**src/rtl/edge_detect_bank_if.sv**
```systemverilog
// Bus bundle for edge_detect_bank: channel inputs, configuration and per-channel status.
// The master side drives inputs and configuration; the slave side is the detector bank.
interface edge_detect_bank_if #(
  parameter int NCH    = 8,
  parameter int FILT_W = 4
);
  logic                enable;
  logic [NCH-1:0]      signal;
  logic [2*NCH-1:0]    mode;
  logic [FILT_W-1:0]   filt_len;
  logic [NCH-1:0]      clr;
  logic [NCH-1:0]      edge_strb;
  logic [NCH-1:0]      level;
  logic [NCH-1:0]      pending;
  logic [NCH-1:0]      overrun;
  logic                any_pending;

  modport master (
    output enable, signal, mode, filt_len, clr,
    input  edge_strb, level, pending, overrun, any_pending
  );

  modport slave (
    input  enable, signal, mode, filt_len, clr,
    output edge_strb, level, pending, overrun, any_pending
  );
endinterface

```
**src/rtl/edge_detect_bank.sv**
```systemverilog
// Per-channel synchronizer, optional glitch filter, edge strobe and sticky pending/overrun flags.
// Define EDGE_DETECT_FILTER_EN to build the glitch filter; otherwise filt_len is ignored.
module edge_detect_bank #(
  parameter int NCH         = 8,
  parameter int SYNC_STAGES = 2,
  parameter int FILT_W      = 4
) (
  input  logic               clk,
  input  logic               reset,
  edge_detect_bank_if.slave  bus
);

  logic [SYNC_STAGES-1:0][NCH-1:0] sync_r;
  logic [NCH-1:0] sync_s;
  logic [NCH-1:0] level_r;
  logic [NCH-1:0] level_d_r;
  logic [NCH-1:0] strb_r;
  logic [NCH-1:0] pend_r;
  logic [NCH-1:0] ovr_r;
  logic [NCH-1:0] rise_s;
  logic [NCH-1:0] fall_s;
  logic [NCH-1:0] strb_nxt_s;

  // Synchronizer shift chain, newest sample in stage 0
  always_ff @(posedge clk or posedge reset) begin
    if (reset) begin
      sync_r <= '0;
    end else begin
      sync_r <= {sync_r[SYNC_STAGES-2:0], bus.signal};
    end
  end

  assign sync_s = sync_r[SYNC_STAGES-1];

`ifdef EDGE_DETECT_FILTER_EN
  logic [NCH-1:0][FILT_W-1:0] cnt_r;
  logic [NCH-1:0][FILT_W-1:0] cnt_nxt_s;
  logic [NCH-1:0][FILT_W:0]   inc_s;
  logic [NCH-1:0]             level_nxt_s;
  logic [FILT_W:0]            len_s;

  // Filter decision: accept a new value after len_s consecutive differing samples
  always_comb begin
    if (bus.filt_len == {FILT_W{1'b0}}) begin
      len_s = {{FILT_W{1'b0}}, 1'b1};
    end else begin
      len_s = {1'b0, bus.filt_len};
    end
    for (int i = 0; i < NCH; i++) begin
      inc_s[i]       = {1'b0, cnt_r[i]} + {{FILT_W{1'b0}}, 1'b1};
      cnt_nxt_s[i]   = {FILT_W{1'b0}};
      level_nxt_s[i] = level_r[i];
      if (sync_s[i] != level_r[i]) begin
        if (inc_s[i] >= len_s) begin
          level_nxt_s[i] = sync_s[i];
          cnt_nxt_s[i]   = {FILT_W{1'b0}};
        end else begin
          level_nxt_s[i] = level_r[i];
          cnt_nxt_s[i]   = inc_s[i][FILT_W-1:0];
        end
      end else begin
        level_nxt_s[i] = level_r[i];
        cnt_nxt_s[i]   = {FILT_W{1'b0}};
      end
    end
  end

  // Filter counters and filtered level
  always_ff @(posedge clk or posedge reset) begin
    if (reset) begin
      cnt_r   <= '0;
      level_r <= '0;
    end else begin
      cnt_r   <= cnt_nxt_s;
      level_r <= level_nxt_s;
    end
  end
`else
  logic unused_filt_s;
  assign unused_filt_s = ^bus.filt_len;

  // Unfiltered level is the last sync stage registered once
  always_ff @(posedge clk or posedge reset) begin
    if (reset) begin
      level_r <= '0;
    end else begin
      level_r <= sync_s;
    end
  end
`endif

  // Event decode; level history keeps tracking while enable is low
  always_comb begin
    rise_s = level_r & ~level_d_r;
    fall_s = ~level_r & level_d_r;
    for (int i = 0; i < NCH; i++) begin
      strb_nxt_s[i] = bus.enable &
                      ((bus.mode[2*i] & rise_s[i]) | (bus.mode[2*i+1] & fall_s[i]));
    end
  end

  // Level history, strobe and sticky flags; a strobe coinciding with clr wins for pending
  always_ff @(posedge clk or posedge reset) begin
    if (reset) begin
      level_d_r <= '0;
      strb_r    <= '0;
      pend_r    <= '0;
      ovr_r     <= '0;
    end else begin
      level_d_r <= level_r;
      strb_r    <= strb_nxt_s;
      pend_r    <= strb_r | (pend_r & ~bus.clr);
      ovr_r     <= (ovr_r & ~bus.clr) | (strb_r & pend_r & ~bus.clr);
    end
  end

  assign bus.edge_strb   = strb_r;
  assign bus.level       = level_r;
  assign bus.pending     = pend_r;
  assign bus.overrun     = ovr_r;
  assign bus.any_pending = |pend_r;

endmodule
```
**src/flat_wrapper.sv**
```systemverilog
// flat-port wrapper written by rule: the top's interface ports become plain ports
module edge_detect_bank_flat 
#(
  parameter int NCH         = 8,
  parameter int SYNC_STAGES = 2,
  parameter int FILT_W      = 4
)
  (clk, reset, bus_enable, bus_signal, bus_mode, bus_filt_len, bus_clr, bus_edge_strb, bus_level, bus_pending, bus_overrun, bus_any_pending);
  edge_detect_bank_if #(.NCH(NCH), .FILT_W(FILT_W)) bus_i ();
  input  logic clk;
  input  logic reset;
  input wire logic [$bits(bus_i.enable)-1:0] bus_enable;
  input wire logic [$bits(bus_i.signal)-1:0] bus_signal;
  input wire logic [$bits(bus_i.mode)-1:0] bus_mode;
  input wire logic [$bits(bus_i.filt_len)-1:0] bus_filt_len;
  input wire logic [$bits(bus_i.clr)-1:0] bus_clr;
  output wire logic [$bits(bus_i.edge_strb)-1:0] bus_edge_strb;
  output wire logic [$bits(bus_i.level)-1:0] bus_level;
  output wire logic [$bits(bus_i.pending)-1:0] bus_pending;
  output wire logic [$bits(bus_i.overrun)-1:0] bus_overrun;
  output wire logic [$bits(bus_i.any_pending)-1:0] bus_any_pending;
  assign bus_i.enable = bus_enable;
  assign bus_i.signal = bus_signal;
  assign bus_i.mode = bus_mode;
  assign bus_i.filt_len = bus_filt_len;
  assign bus_i.clr = bus_clr;
  assign bus_edge_strb = bus_i.edge_strb;
  assign bus_level = bus_i.level;
  assign bus_pending = bus_i.pending;
  assign bus_overrun = bus_i.overrun;
  assign bus_any_pending = bus_i.any_pending;
  edge_detect_bank #(.NCH(NCH), .SYNC_STAGES(SYNC_STAGES), .FILT_W(FILT_W)) u_core (.clk(clk), .reset(reset), .bus(bus_i));
endmodule
```
**config.mk**
```make
export PLATFORM = sky130hd
export DESIGN_NAME = edge_detect_bank_flat
export DESIGN_NICKNAME = d
export VERILOG_FILES = /design/src/rtl/edge_detect_bank_if.sv /design/src/rtl/edge_detect_bank.sv /design/src/flat_wrapper.sv
export SDC_FILE = /design/constraint.sdc
export NUM_CORES = 1
export LEC_CHECK = 0
export ABC_AREA = 1
export CAP_MARGIN = 20
export CORE_MARGIN = 2
export CORE_UTILIZATION = 40
export DETAILED_ROUTE_END_ITERATION = 7
export GPL_ROUTABILITY_DRIVEN = 0
export HOLD_SLACK_MARGIN = 0.02
export PLACE_DENSITY = 0.75
export SYNTH_ARGS = -nofsm -noshare
export SYNTH_HDL_FRONTEND = slang
export SYNTH_SLANG_ARGS = --single-unit
```
**constraint.sdc**
```tcl
create_clock -name clk -period 3.5 [get_ports clk]
set_input_delay 0.525 -clock clk [delete_from_list [all_inputs] [get_ports clk]]
set_output_delay 0.525 -clock clk [all_outputs]
set_load 0.01 [all_outputs]
```
### After elaboration in Yosys (flattened, before gate mapping)

Cells that the tools add are included.

| word-level totals | value |
|---|---|
| bits in registers | 56 |
| input bits | 39 |
| word-level logic and storage cells | 51 |

| operators by class | value |
|---|---|
| bitwise logic cells | 43 |
| reductions and logical operators | 1 |

Operators by type and width:

| cell | count |
|---|---|
| AND 8 bit | 6 |
| AND 1 bit | 24 |
| inverter 8 bit | 3 |
| OR 8 bit | 2 |
| OR 1 bit | 8 |
| OR reduction 8 bit | 1 |

### Depth between registers and ports, before layout

Gate-level depths: netlist of run 1.

| depth | value |
|---|---|
| depth after elaboration | 5 |
| gate-level depth with buffers | 4 |

### Least setup slack after synthesis of run 1

No wires, ideal clock.

| timing | value |
|---|---|
| path type | flip-flop to output port |
| start | reg u_core.pend_r[7], in the netlist u_core.bus.pending[7] |
| end | out bus_any_pending |
| data arrival time | 0.698 ns |
| data required time | 2.975 ns |
| slack | 2.277 ns |
| cell stages (with the launch flop) | 5 |
| cells stage by stage | dfrtp_1 inv_1 nand2_1 nor2_1 nand2_1 |

| between the ends | value |
|---|---|
| longest elaborated chain between the ends | 1 |

RTL lines:

| what | line | source |
|---|---|---|
| from (decl) | edge_detect_bank.sv:18 | `logic [NCH-1:0] pend_r;` |
| from (signal assigned) | edge_detect_bank.sv:112 | `pend_r <= strb_r \| (pend_r & ~bus.clr);` |
| OR reduction 8 bit | edge_detect_bank.sv:121 | `assign bus.any_pending = \|pend_r;` |
| to (decl) | flat_wrapper.sv:21 | `output wire logic [$bits(bus_i.any_pending)-1:0] bus_any_pending;` |

No other way between the ends.

### Worst setup path in the final report of run 1

| timing | value |
|---|---|
| start | reg u_core.pend_r[0], in the netlist u_core.bus.pending[0] |
| end | out bus_any_pending |

The elaborated chain is that of the path after synthesis.

==> results of run 1 <==
[critical path, cell delays in order (launching register included)]
cell and delay [ps]:
dfrtp_1 410, inv_1 80, nand2_1 60, nor2_1 90, nand2_1 50, clkdlybuf4s50_1 480
[layout by cell type, fill, tap and decap left out, drive strengths merged]
master         Yosys  layout
nand2             29      29
bufinv             0       1
o21bai             8       8
clkbuf             0       6
nor2              18      18
buf                1       1
clkdlybuf4s50      0      67
inv               25      25
a21oi             16      16
dfrtp             56      56
clkinv             0       1
[Yosys cell counts]
cell	count
dfrtp_1	56
inv_1	23
nand2_1	21
nor2_1	18
a21oi_1	16
nand2_2	8
o21bai_1	8
inv_2	2
buf_6	1
[power breakdown]
group | switching, mW | internal [mW] | leakage, nW
logic | 0.0653 | 0.0939 | 0.534
registers | 0.0222 | 0.685 | 0.688
clock network | 0.190 | 0.212 | 0.0552
total | 0.277 | 0.991 | 1.28
[per-stage QoR]
step                      cells  setup slack (ps)  power, mW  area (sq um)
final                       280              1510       1.27          2680
after global routing        280              1340       1.34          2680
after CTS                   280              1470       1.29          2680
after detailed placement    272              1710      0.883          2570
after global placement      272              1730      0.878          2570
after floorplan             153              1600      0.778          1840
[registers in the layout (all words and copies together), names as in the netlist]
| register | flops |
|---|---|
| u_core.bus.level | 8 |
| u_core.bus.pending | 8 |
| u_core.sync_s | 8 |
| u_core.sync_r | 8 |
| u_core.level_d_r | 8 |
| u_core.bus.overrun | 8 |
| u_core.bus.edge_strb | 8 |
[kinds of logic after synthesis]
| family | Yosys count |
|---|---|
| buffers and inverters | 26 |
| and+or+nand+nor | 47 |
| DFF | 56 |
| AOI/OAI and AO/OA | 24 |
[routing by layer]
metal | vias to the layer above | routed length (microns) | track usage [%]
met5 | - | 0 | 0
met4 | 0 | 17 | 3.77
met3 | 2 | 235 | 6.19
met2 | 41 | 1530 | 22.1
met1 | 580 | 1350 | 17.4
li1 | 606 | - | -
[path summary, 6_finish.rpt]
kind	cells after the start	slack [ps]	endpoint
setup / recovery	5	1510	bus_any_pending
hold / removal	0	350	u_core.bus.level[6]
setup reg to reg	4	2740	u_core.bus.edge_strb[7]
hold reg to reg	0	350	u_core.bus.level[6]
max in group asynchronous	3	2130	u_core.bus.overrun[4]
min in group asynchronous	2	620	u_core.sync_r[0]
[cell type report]
cell class                      count  area [sq um]
Inverter                           25          93.8
Multi-Input combinational cell     71           337
Clock buffer                        6          72.6
Sequential cell                    56          1400
Fill cell                         377          1700
Tap cell                           52          65.1
Clock inverter                      2          35.0
Timing Repair Buffer               68           678
==> out/qor.txt, run 1 <==
Final HPWL DP: 2.37 mm
# rows: 24
Simple-gate share of the synthesized area: 10.7%
Synth top area cells: dfrtp_1 76%, inv_1 4.7%, a21oi_1 4.3%
Critical path arrival: 1470 ps
Final Setup Violations: 0
Mapped Cells: 153
Worst R2R Start: u_core.bus.level[7]
Max Cap Violations: 0
Area share of the largest cell type after synthesis: 76.0%
Remaining DRCs: 0
Hold Path Class: reg -> reg
Via count: 1,229
Via density per instance: 4.39
Tcrit/Tclk final: 56.9%
CTS tree: built
Status: completed
Port bufs: 67
Total CTS buffers: 5
Syn_nets: 192
RSZ-0062 raised after global routing: false
Compound-Gate Fraction of Synth Area: 7.60%
Wirelength per Cell: 11.2 microns
Hold slack: 353 ps
#FFs+latches synth: 56
Startpoint Class: flip-flop
Final setup TNS: 0 ps
Critical path origin: u_core.bus.pending[0]
Total congestion overflow: 0
I/O pins: 72
Largest net degree at the start of global routing: 33
Worst-skew pair later-pin latency: 300 ps
CTS Hold Bufs: 0
Max H-tree Level: 2
Synthesized area: 1840 sq um
Root Buffer: clkbuf_8
Slew @ Worst Pin: 630 ps
HP Start: u_core.sync_s[6]
Finished Core Util: 61.2%
Nets: 266
Synthesis-to-layout area growth: 45.6%
Initial DRC Count: 77
Die height: 71.9 microns
Main combinational cell family by area after synthesis: simple AND/OR/NAND/NOR gates
CP max FO: 3
Initial core utilization: 42.0%
Tot GR Track Use: 13.9%
Slew HR: 57.9%
# diodes: 0
Worst-path clk slew: 90 ps
Endpoints failing hold: 0
Clk_skew: 4.08 ps
First drt pass iteration count: 4
Die area: 5170 sq um
Yosys cell types: 9
Fmax: 502 MHz
Initial antenna violation count: 0
Warnings, synthesis: 0
Core box area: 4380 sq um
Synth Area in XOR/XNOR: 0%
Layout cell share with drive strength beyond 1: 8.33%
Fin. max-slew vios: 0
Antenna viol nets, final: 0
Clk buf depth: 2
Synth Area in Adders: 0%
Vias in the first global route: 1,215
First-pass GRT wire length: 5.41 mm
Sequential area share after synthesis: 76.0%
Resize count post-CTS: 0
Post-layout min period: 1990 ps
Crit end category: primary output
Worst EP required: 2970 ps
Mux contribution to synthesized area: 0%
Synth area leader: dfrtp_1
Die W: 71.9 microns
PwrDens: 473 nW/um^2
Drt total wl: 3.14 mm
Syn_area_per_cell: 12.0 sq um
Postcts setup bufs: 0
Leakage: 1.28 nW
IR drop worst, VDD: 287 uV
CP Class: reg -> out
Sink Count: 56
(Power assumes the default switching activity.)
==> inputs of run 2 (changes only) <==
- CORE_UTILIZATION: 40 -> 38
- clock period: 3.5 -> 1.8 ns (I/O delays scaled with it)
==> out/qor.txt, run 2 (same netlist as run 1, synthesis figures left out) <==
Status: completed (unchanged)
First-pass GRT wire length: 5.19 mm (was 5.41 mm)
Port bufs: 67 (unchanged)
Nets: 266 (unchanged)
Worst-skew pair later-pin latency: 300 ps (about the same)
Endpoints failing hold: 0 (unchanged)
Largest net degree at the start of global routing: 57 (was 33)
Die W: 73.6 microns (was 71.9 microns)
Synthesis-to-layout area growth: 45.7% (was 45.6%)
Max H-tree Level: 2 (unchanged)
Worst EP required: 1530 ps (was 2970 ps)
IR drop worst, VDD: 528 uV (was 287 uV)
Vias in the first global route: 1,260 (was 1,215)
Via count: 1,241 (was 1,229)
Tot GR Track Use: 12.7% (was 13.9%)
Total congestion overflow: 0 (unchanged)
Critical-path top delay cell: clkdlybuf4s50_1 (unchanged)
Wirelength per Cell: 10.9 microns (was 11.2 microns)
Slew @ Worst Pin: 338 ps (was 630 ps)
Worst-path clk slew: 90 ps (about the same)
Layout cell share with drive strength beyond 1: 8.77% (was 8.33%)
Startpoint Class: flip-flop (unchanged)
Root Buffer: clkbuf_8 (unchanged)
Slew HR: 77.4% (was 57.9%)
Initial core utilization: 39.3% (was 42.0%)
Setup ws final: 288 ps (was 1510 ps)
Crit end category: primary output (unchanged)
Max Cap Violations: 0 (unchanged)
Via density per instance: 4.40 (was 4.39)
CP delay by family, top: buffers and inverters (unchanged)
Fmax: 662 MHz
Total CTS buffers: 5 (unchanged)
# diodes: 0 (unchanged)
Core box area: 4690 sq um (was 4380 sq um)
CP bufs+invs: 1 (was 2)
Final HPWL DP: 2.27 mm (was 2.37 mm)
Die area: 5420 sq um (was 5170 sq um)
I/O pins: 72 (unchanged)
Remaining DRCs: 0 (unchanged)
CTS tree: built (unchanged)
Hold Path Class: in -> async (was reg -> reg)
Critical path arrival: 1240 ps (was 1470 ps)
Post-layout min period: 1510 ps
Fin. max-slew vios: 0 (unchanged)
Drt total wl: 3.07 mm (was 3.14 mm)
Initial DRC Count: 31 (was 77)
Clk_skew: 5.87 ps (was 4.08 ps)
Commonest non-fill, non-tap cell in the layout: clkdlybuf4s50_1 (unchanged)
CP max stage delay: 550 ps (was 480 ps)
Overall Power: 2.36 mW (was 1.27 mW)
Leakage: 1.28 nW (about the same)
Worst path cell trace: clkdlybuf4s50_1 (was inv_1 -> nand2_1 -> nor2_1 -> nand2_1 -> clkdlybuf4s50_1)
CP Class: reg -> out (unchanged)
# rows: 25 (was 24)
Place WS: 376 ps (was 1710 ps)
Antenna viol nets, final: 0 (unchanged)
RSZ-0062 raised after global routing: false (unchanged)
Die height: 73.6 microns (was 71.9 microns)
PwrDens: 878 nW/um^2 (was 473 nW/um^2)
First drt pass iteration count: 4 (unchanged)
Tcrit/Tclk final: 84.0%
Sink Count: 56 (unchanged)
Commonest cells after routing, fill and taps aside: 66 x clkdlybuf4s50_1, 56 x dfrtp_1, 22 x inv_1 (was 67 x clkdlybuf4s50_1, 56 x dfrtp_1, 22 x inv_1)
Clk buf depth: 2 (unchanged)
CP max FO: 3 (unchanged)
CTS Hold Bufs: 0 (unchanged)
Final setup TNS: 0 ps (unchanged)
Final Setup Violations: 0 (unchanged)
Initial antenna violation count: 0 (unchanged)
[run 2: cell count changes in the layout (fill, tap and decap cells not counted), sizes merged]
cell           before  now
clkinv              1    2
dlymetal6s2s        0    1
bufinv              1    0
clkdlybuf4s50      67   66
[run 2: worst paths after layout]
| check | start | endpoint | slack [ps] | cells past startpoint |
|---|---|---|---|---|
| setup / recovery | u_core.bus.pending[4] | bus_pending[4] | 290 | 1 |
| hold / removal | reset | u_core.bus.level[0] | 350 | 3 |
| setup reg to reg | u_core.bus.level[2] | u_core.bus.edge_strb[2] | 1060 | 4 |
| hold reg to reg | u_core.sync_s[4] | u_core.bus.level[4] | 350 | 0 |
| max in group asynchronous | reset | u_core.bus.level[3] | 1200 | 3 |
| min in group clk | u_core.sync_s[4] | u_core.bus.level[4] | 350 | 0 |
[run 2: timing repair]
action,in CTS,in global routing
setup endpoints to repair,0,1
endpoints found under the hold margin,0,0
setup buffers,0,0
gates resized for setup,0,1
[run 2: power by group]
group          internal [mW]  switching, mW
logic                  0.185          0.129
registers               1.33         0.0416
clock network          0.307          0.364
total                   1.82          0.534
[run 2: cell type report]
cell class                      instances  area (sq um)
Sequential cell                        56          1400
Multi-Input combinational cell         71           337
Clock buffer                            6          82.6
Inverter                               25          93.8
Timing Repair Buffer                   68           693
Clock inverter                          2          10.0
Tap cell                               54          67.6
Fill cell                             406          2010
[run 2: metrics by stage]
| step | hold slack, ps | std cells | cell area, sq um | utilization (%) |
|---|---|---|---|---|
| 2_1_floorplan | 301 | 153 | 1840 | - |
| 5_1_grt | 352 | 282 | 2690 | 57.2 |
| 4_1_cts | 356 | 282 | 2680 | 57.2 |
| 3_5_place_dp | 335 | 274 | 2590 | 55.2 |
| 6_report | 349 | 282 | 2690 | 57.2 |
| 3_3_place_gp | 332 | 274 | 2590 | 55.2 |
[run 2: layer usage]
layer	vias to the layer above	part of all wire (%)	GRT usage, %
li1	614	-	-
met4	0	1.5	5.86
met5	-	0	0
met3	5	7.2	4.25
met2	42	50	21.1
met1	580	41	14.8
==> inputs of run 3 (changes only) <==
- clock period: 1.8 -> 1.3 ns (I/O delays scaled with it)
==> out/qor.txt, run 3 (same netlist as run 1, synthesis figures left out) <==
# diodes: 0 (unchanged)
Fin. max-slew vios: 0 (unchanged)
PwrDens: 1200 nW/um^2 (was 878 nW/um^2)
Antenna viol nets, final: 0 (unchanged)
Total congestion overflow: 0 (unchanged)
Critical-path top delay cell: dfrtp_1 (was clkdlybuf4s50_1)
Initial antenna violation count: 0 (unchanged)
GR peak layer: met2 (unchanged)
Crit path capture: bus_any_pending (was bus_pending[4])
Port bufs: 67 (unchanged)
Slew @ Worst Pin: 350 ps (was 338 ps)
Synthesis-to-layout area growth: 49.5% (was 45.7%)
Endpoints failing hold: 0 (unchanged)
CTS Hold Bufs: 0 (unchanged)
Filler Cells Inserted: 426 (was 406)
Comb power frac: 14.5% (was 13.3%)
Layout cell share with drive strength beyond 1: 16.9% (was 8.77%)
Final Setup Violations: 0 (unchanged)
Clock share of power: 28.1% (was 28.5%)
Tot GR Track Use: 14.1% (was 12.7%)
Flop2flop setup slack: 360 ps (was 1060 ps)
Final HPWL DP: 2.50 mm (was 2.27 mm)
Worst-skew pair later-pin latency: 300 ps (about the same)
Initial DRC Count: 109 (was 31)
# rows: 25 (unchanged)
Largest net degree at the start of global routing: 57 (unchanged)
Post-layout min period: 1290 ps
P_int: 2.55 mW (was 1.82 mW)
Drt total wl: 3.40 mm (was 3.07 mm)
I/O pins: 72 (unchanged)
Finished Core Util: 58.7% (was 57.2%)
Worst flop-to-flop path endpoint: u_core.bus.overrun[4] (was u_core.bus.edge_strb[2])
First drt pass iteration count: 4 (unchanged)
Via density per instance: 4.36 (was 4.40)
Worst path cell trace: inv_1 -> nand2_1 -> nor2_1 -> nand2_1 -> buf_2 (was clkdlybuf4s50_1)
Commonest cells after routing, fill and taps aside: 56 x dfrtp_1, 34 x clkdlybuf4s50_1, 24 x dlygate4sd2_1 (was 66 x clkdlybuf4s50_1, 56 x dfrtp_1, 22 x inv_1)
Net switching power: 0.746 mW (was 0.534 mW)
IR drop worst, VDD: 710 uV (was 528 uV)
Vias in the first global route: 1,309 (was 1,260)
Status: completed (unchanged)
Initial core utilization: 39.3% (unchanged)
Leakage: 1.42 nW (was 1.28 nW)
CTS tree: built (unchanged)
Slew HR: 76.6% (was 77.4%)
Multi-input gate area: 339 sq um (was 337 sq um)
Sink Count: 56 (unchanged)
Cell mode on critical path: nand2_1
Remaining DRCs: 0 (unchanged)
Nets: 281 (was 266)
Hold Path Class: in -> async (unchanged)
Clk buf depth: 2 (unchanged)
Crit end category: primary output (unchanged)
Register area: 1400 sq um (unchanged)
Root Buffer: clkbuf_8 (unchanged)
CP max FO: 2 (was 3)
Worst-path clk slew: 90 ps (about the same)
Fmax: 773 MHz
Tcrit/Tclk final: 99.5%
Worst EP required: 1110 ps (was 1530 ps)
Clk_skew: 7.76 ps (was 5.87 ps)
RSZ-0062 raised after global routing: true (was false)
Reg2Reg Depth: 4 (unchanged)
Switching Share: 22.6% (was 22.7%)
Die W: 73.6 microns (unchanged)
Met1 Usage GRT: 15.5% (was 14.8%)
CP Class: reg -> out (unchanged)
Finished Layout Cells: 297 (was 282)
First-pass GRT wire length: 5.65 mm (was 5.19 mm)
Startpoint Class: flip-flop (unchanged)
Core box area: 4690 sq um (unchanged)
Die height: 73.6 microns (unchanged)
Hold slack: 310 ps (was 349 ps)
Total CTS buffers: 5 (unchanged)
Max H-tree Level: 2 (unchanged)
CP max stage delay: 400 ps (was 550 ps)
Critical path arrival: 1100 ps (was 1240 ps)
Die area: 5420 sq um (unchanged)
Sequential power share: 57.5% (was 58.2%)
GR Layer Usage met3: 5.35% (was 4.25%)
Critical path origin: u_core.bus.pending[7] (was u_core.bus.pending[4])
Commonest non-fill, non-tap cell in the layout: dfrtp_1 (was clkdlybuf4s50_1)
GRT met2 Usage: 24.7% (was 21.1%)
Max Cap Violations: 0 (unchanged)
Worst R2R Start: u_core.bus.pending[4] (was u_core.bus.level[2])
Dpl cells: 285 (was 274)
Wirelength per Cell: 11.4 microns (was 10.9 microns)
Via count: 1,294 (was 1,241)
[run 3: cell types whose count changed in the layout (fill, tap and decap cells not counted), moves of 3 or more]
cell,delta
clkdlybuf4s15_1,+3
dlygate4sd2_1,+24
buf_4,+14
clkdlybuf4s50_1,-32
buf_6,+3
[run 3: what timing repair did]
item / in CTS / in global routing
buffers inserted: 3 / 2
gates resized for setup: 44 / 13
setup endpoints to repair: 33 / 7
pin swaps: 1 / 1
[run 3: cell type report]
class | instances | share of cell area [%]
clock buffers | 8 | 3.27
well taps | 54 | 2.45
flip-flops and latches | 56 | 50.9
repair buffers | 83 | 27.6
multi-input cells | 71 | 12.3
inverters | 25 | 3.54
[run 3: stage by stage]
| step | power, mW | setup TNS (ps) | setup slack, ps | instance area, sq um |
|---|---|---|---|---|
| 2_1_floorplan | 2.10 | 0 | 407 | 1850 |
| 3_3_place_gp | 2.42 | -17.9 | -17.9 | 2680 |
| 3_5_place_dp | 2.44 | -29.0 | -29.0 | 2680 |
| 4_1_cts | 3.34 | -100 | -100 | 2740 |
| 5_1_grt | 3.50 | -129 | -103 | 2760 |
| 6_report | 3.30 | 0 | 6.68 | 2760 |
[run 3: how the worst min path moves through the flow]
stage / from / endpoint
after floorplan: bus_signal[0] / u_core.sync_r[0]
after global placement: u_core.sync_r[3] / u_core.sync_s[3]
after detailed placement: u_core.sync_r[5] / u_core.sync_s[5]
after CTS: reset / u_core.sync_r[3]
after global routing: bus_signal[7] / u_core.sync_r[7]
final: reset / u_core.sync_r[3]
[run 3: metal layers]
metal	vias to the layer above	share of wire (%)
met5	-	0
li1	644	-
met2	39	53
met3	7	7.4
met1	604	37
met4	0	1.6
[run 3: worst max-delay path, delay by kind of cell, from the launching register on]
| family | cells | cell delay, ps |
|---|---|---|
| buffers and inverters | 2 | 210 |
| DFF | 1 | 400 |
| and+or+nand+nor | 3 | 190 |
[run 3: power groups by stage]
stage | sequential (mW) | combinational (mW) | clock [mW]
2_1_floorplan | 1.96 | 0.135 | 0
3_3_place_gp | 1.93 | 0.493 | 0
3_5_place_dp | 1.93 | 0.503 | 0
4_1_cts | 1.90 | 0.469 | 0.976
5_1_grt | 1.91 | 0.530 | 1.06
6_report | 1.90 | 0.477 | 0.925
